`config.mk`:
```
export PLATFORM = sky130hd
export DESIGN_NAME = quad_step_decoder
export DESIGN_NICKNAME = d
export VERILOG_FILES = /design/src/rtl/quad_step_decoder.sv
export SDC_FILE = /design/constraint.sdc
export NUM_CORES = 1
export LEC_CHECK = 0
export CORE_MARGIN = 2
export CORE_UTILIZATION = 30
export CTS_CLUSTER_DIAMETER = 100
export DETAILED_ROUTE_END_ITERATION = 8
export PLACE_DENSITY = 0.5
export SLEW_MARGIN = 20
export SYNTH_ARGS = -nofsm -noshare
export SYNTH_HDL_FRONTEND = slang
export SYNTH_SLANG_ARGS = --single-unit
```
`constraint.sdc`:
```
create_clock -name clk -period 1.4 [get_ports clk]
set_input_delay 0.42 -clock clk [delete_from_list [all_inputs] [get_ports clk]]
set_output_delay 0.42 -clock clk [all_outputs]
set_load 0.02 [all_outputs]
```
`src/rtl/quad_step_decoder.sv`:
```
// Quadrature encoder front end: synchronises and glitch-filters A/B/index,
// decodes Gray-code transitions into single-cycle step pulses with direction,
// issues an index load request and keeps a sticky illegal-transition flag.
module quad_step_decoder #(
    parameter int SYNC_STAGES = 2,
    parameter int FILTER_LEN  = 3
) (
    input  logic clk,
    input  logic reset,
    input  logic enc_a,
    input  logic enc_b,
    input  logic enc_idx,
    input  logic index_en,
    input  logic err_clr,
    output logic step_en,
    output logic step_up,
    output logic load_req,
    output logic err,
    output logic tracking
);
    localparam int CW  = $clog2(FILTER_LEN + 1);
    localparam int WW  = $clog2(SYNC_STAGES + 1);
    localparam int NCH = 3;  // bit 0 = A, bit 1 = B, bit 2 = IDX

    typedef enum logic {
        INIT,
        TRACK
    } state_e;

    logic [NCH-1:0] sync_q [SYNC_STAGES];
    logic [NCH-1:0] sync_d [SYNC_STAGES];
    logic [NCH-1:0] filt_q, filt_d;
    logic [CW-1:0]  cnt_q [NCH];
    logic [CW-1:0]  cnt_d [NCH];
    logic [NCH-1:0] prev_q, prev_d;   // filtered levels one cycle earlier
    logic [WW-1:0]  warm_q, warm_d;   // edges since reset, saturating at SYNC_STAGES
    state_e         state_q, state_d;
    logic           step_en_q, step_en_d;
    logic           step_up_q, step_up_d;
    logic           load_req_q, load_req_d;
    logic           err_q, err_d;

    logic [NCH-1:0] sync_out;
    logic           settled;
    logic           a_chg, b_chg, legal, illegal, up_edge;

    assign sync_out = sync_q[SYNC_STAGES-1];

    // Per-bit change detection between the previous and current filtered A/B levels.
    assign a_chg   = filt_q[0] ^ prev_q[0];
    assign b_chg   = filt_q[1] ^ prev_q[1];
    assign legal   = a_chg ^ b_chg;
    assign illegal = a_chg & b_chg;
    // A moving while A==B, or B moving while A!=B, is the A-leads-B (up) direction.
    assign up_edge = (a_chg & ~(prev_q[0] ^ prev_q[1])) | (b_chg & (prev_q[0] ^ prev_q[1]));

    // Synchroniser shift: raw inputs enter stage 0 and move one stage per cycle.
    always_comb begin
        sync_d[0] = {enc_idx, enc_b, enc_a};
        for (int i = 1; i < SYNC_STAGES; i++) begin
            sync_d[i] = sync_q[i-1];
        end
    end

    // Glitch filter: accept a new level only after FILTER_LEN consecutive differing samples.
    always_comb begin
        // NOTE: every combinational output gets a default before any branch, so no path can leave a latch behind.
        filt_d = filt_q;
        for (int c = 0; c < NCH; c++) begin
            cnt_d[c] = '0;
            if (sync_out[c] != filt_q[c]) begin
                if (cnt_q[c] == CW'(FILTER_LEN - 1)) begin
                    filt_d[c] = sync_out[c];
                end else begin
                    cnt_d[c] = cnt_q[c] + CW'(1);
                end
            end
        end
    end

    // Settle check: sync chain flushed since reset, no filter mid-count, sync agrees with filtered level.
    always_comb begin
        settled = (sync_out == filt_q) && (warm_q == WW'(SYNC_STAGES));
        for (int c = 0; c < NCH; c++) begin
            if (cnt_q[c] != '0) begin
                settled = 1'b0;
            end
        end
    end

    // Decoder FSM next state and registered outputs.
    always_comb begin
        state_d    = state_q;
        step_en_d  = 1'b0;
        step_up_d  = step_up_q;
        load_req_d = 1'b0;
        err_d      = err_q & ~err_clr;
        prev_d     = filt_q;
        warm_d     = warm_q;
        if (warm_q != WW'(SYNC_STAGES)) begin
            warm_d = warm_q + WW'(1);
        end
        case (state_q)
            INIT: begin
                if (settled) begin
                    state_d = TRACK;
                end
            end
            TRACK: begin
                if (legal) begin
                    step_en_d = 1'b1;
                    step_up_d = up_edge;
                end
                if (illegal) begin
                    err_d = 1'b1;  // set wins over err_clr
                end
                if (index_en && !prev_q[2] && filt_q[2]) begin
                    load_req_d = 1'b1;
                end
            end
            default: state_d = INIT;
        endcase
    end

    // State register; every flop, including the synchroniser array, has an async reset.
    always_ff @(posedge clk or posedge reset) begin
        if (reset) begin
            // NOTE: the synchroniser array is reset too, because the INIT settle check reads its contents.
            for (int i = 0; i < SYNC_STAGES; i++) begin
                sync_q[i] <= '0;
            end
            for (int c = 0; c < NCH; c++) begin
                cnt_q[c] <= '0;
            end
            filt_q     <= '0;
            prev_q     <= '0;
            warm_q     <= '0;
            state_q    <= INIT;
            step_en_q  <= 1'b0;
            step_up_q  <= 1'b1;
            load_req_q <= 1'b0;
            err_q      <= 1'b0;
        end else begin
            // NOTE: non-blocking assignments so every flop samples the same pre-edge values.
            for (int i = 0; i < SYNC_STAGES; i++) begin
                sync_q[i] <= sync_d[i];
            end
            for (int c = 0; c < NCH; c++) begin
                cnt_q[c] <= cnt_d[c];
            end
            filt_q     <= filt_d;
            prev_q     <= prev_d;
            warm_q     <= warm_d;
            state_q    <= state_d;
            step_en_q  <= step_en_d;
            step_up_q  <= step_up_d;
            load_req_q <= load_req_d;
            err_q      <= err_d;
        end
    end

    assign step_en  = step_en_q;
    assign step_up  = step_up_q;
    assign load_req = load_req_q;
    assign err      = err_q;
    assign tracking = (state_q == TRACK);

endmodule

```
==> metrics <==
CTS tree=done; clock root buffer=clkbuf_4; Lkg Pwr=0.513 nW; DR vias=roughly 520; Longest Clk Path Bufs=2; switching share of power=about a third; I/O Pins=12; failing checks=setup timing; Pint=about 1.5 mW; Hold Slack=0.368 ns; Synth Instances=65; combinational power share=35.6%; # diodes=0; number of buffers created by CTS=3; cell area power density=between 2000 and 2500 nW/um^2; unrepaired setup endpoints after global routing=yes; r2r startpoint=filt_q[1]$_DFFE_PP0P_; max-slew violations=0; WS Path Type=flip-flop to output pin; class of the worst hold path=flip-flop to flip-flop; vias in the first global route=around 580; Hold Crit Depth=0; Reg2Reg Depth=5; die height=59.4 microns; crit path capture type=output pin; via/cell ratio=between 4 and 5; worst clock skew=~0.0047 ns; Starting Density=slightly above 30%; max frequency=approximately 710 MHz; GP Congestion=0.693; Post-DRT Antenna Nets=0; critical path peak fanout=2; width of the die=between 50 and 60 microns; routed wire length per instance=approximately 11 microns; initial antenna violation count=0; final setup TNS=-0.000509 ns; area grow syn2layout=19.7%; layout cell share with drive strength beyond 1=between 20% and 30%; first-pass GRT wire length=roughly 2400 microns; worst-path cell chain=buf_6; Crit path max-delay family=flip-flops; Sw Pwr=0.769 mW; Post-Synthesis Net Count=74; CTS H-tree lvls=1; max-cap check violation count=0; clk_lat worst skew=0.31 ns; core area=~3000 sq um; First-pass DRT Iterations=4; synth unique cells=22; worst vdd ir=0.692 mV; normalized max-slew margin=about four fifths; placed cell count=112; Final Setup Violations=1; fin worst setup slack=-0.000509 ns; Crit path depth=1; #FFs+latches synth=25; ys flop type=dfrtp_1; CP Data Required Time=approximately 1 ns; clock power share=~14%; die area=about 3500 sq um; cts hold-fix bufs=0; largest net degree at the start of global routing=20; Critical Path Source Type=flip-flop; most common cell after layout, fill and taps aside=dfrtp_1; nets=93; Syn. warnings=0; Post-DP HPWL=roughly 930 microns; fin crit period=~1.4 ns; Crit. Startpoint=step_up$_DFFE_PP1P_; Hold Vio Cnt, Final=0; commonest cells after routing, fill and taps aside=24 x dfrtp_1, 6 x clkdlybuf4s50_1; fin cells=116; register area share after synthesis=68.0%; CP max stage delay=between 0.5 and 0.6 ns; Initial DRC Count=3; Post-Route WL=between 1000 and 1500 microns; critical path's slowest cell=dfstp_2; Syn Area/Cell=approximately 14 sq um; Sinks on Clock Net=25; gr usage total=a little under a tenth; Rows=20; global route overflow=0; status=finished with violations; final worst path period share=100%; clock-pin slew on the worst setup and hold paths=0.13 ns; Reg power frac=between 50% and 60%; I/O Buffers=11; Crit path arrival time=between 0.9 and 1 ns; Worst Max-Slew Pin Slew=~0.32 ns; synthesized area=922 sq um; number of flops mapped to enable cells by yosys=0; Layout fillers=roughly 300; hold path startpoint=sync_d[0]$_DFF_PP0_; Buffers & Inverters on Critical Path=1; asr flop ratio synth=100%; number of remaining DRC errors=0
[synthesized netlist by cell type (2+ instances only)]
cell / count / area share, %
nor3_1: 3 / 1.6
mux2_2: 3 / 3.7
inv_1: 4 / 1.6
xor2_1: 2 / 1.9
o21ai_0: 2 / 1.1
nor3b_1: 3 / 2.4
nand2_1: 4 / 1.6
dfrtp_1: 24 / 65
mux2i_1: 2 / 2.2
ha_1: 2 / 2.7
nor2b_1: 2 / 1.4
xnor2_1: 4 / 3.8
[what timing repair did]
item | 4_1_cts | 5_1_grt
resized for setup | 20 | 2
endpoints found under the setup margin | 5 | 3
buffers inserted | 0 | 0
[routing by layer]
layer / up-vias / global-route usage [%] / part of all wire (%)
li1: 256 / - / -
met3: 0 / 4.80 / 7.7
met2: 15 / 14.9 / 45
met4: 0 / 1.95 / 0
met5: - / 0 / 0
met1: 245 / 11.4 / 47
[stage by stage]
| stage | instance area, sq um | utilization (%) | setup WS (ns) | total power [mW] |
|---|---|---|---|---|
| 5_1_grt | 1100 | 37.1 | -0.0497 | 2.48 |
| 2_1_floorplan | 922 | - | 0.245 | 1.76 |
| 3_5_place_dp | 1090 | 36.7 | -0.118 | 2.03 |
| 3_3_place_gp | 1090 | 36.7 | -0.115 | 2.02 |
| 6_report | 1100 | 37.1 | -0.000509 | 2.27 |
| 4_1_cts | 1120 | 37.5 | -0.0254 | 2.34 |
[power groups by stage]
stage | Sequential (mW) | Clock, mW | Combinational (mW)
2_1_floorplan | 1.21 | 0 | 0.545
3_3_place_gp | 1.16 | 0 | 0.862
3_5_place_dp | 1.16 | 0 | 0.863
4_1_cts | 1.15 | 0.347 | 0.842
5_1_grt | 1.18 | 0.372 | 0.925
6_report | 1.15 | 0.318 | 0.810
[kinds of logic after synthesis]
logic type      Yosys count  share of synthesized area (%)
fa+ha+maj                 2                           2.71
mux                       6                           7.46
simple gates             17                           10.6
buf+inv                   5                           2.85
xor+xnor                  6                           5.70
flops                    25                           68.0
compound gates            4                           2.71
[layout make-up]
type	instances	area [sq um]	share of cell area, %
Multi-Input combinational cell	35	269	24.4
Tap cell	33	41.3	3.74
Timing Repair Buffer	15	121	11.0
Clock inverter	1	7.51	0.680
Sequential cell	25	627	56.8
Clock buffer	3	22.5	2.04
Inverter	4	15.0	1.36
[state kept, by name (all words and copies together) (netlist names), 2 cells and up]
signal,cells
cnt_q,6
filt_q,3
prev_q,3
sync_d,3
sync_out,3
warm_q,2
[path summary, 6_finish.rpt]
kind,endpoint,slack [ns]
min,sync_out[0]$_DFF_PP0_,0.37
max reg2reg,step_up$_DFFE_PP1P_,0.18
max,step_up,-0.0005
min in group asynchronous,filt_q[1]$_DFFE_PP0P_,0.38
max in group asynchronous,filt_q[0]$_DFFE_PP0P_,0.75
min reg2reg,sync_out[0]$_DFF_PP0_,0.37
No activity file was read; power rests on OpenSTA's default activity.
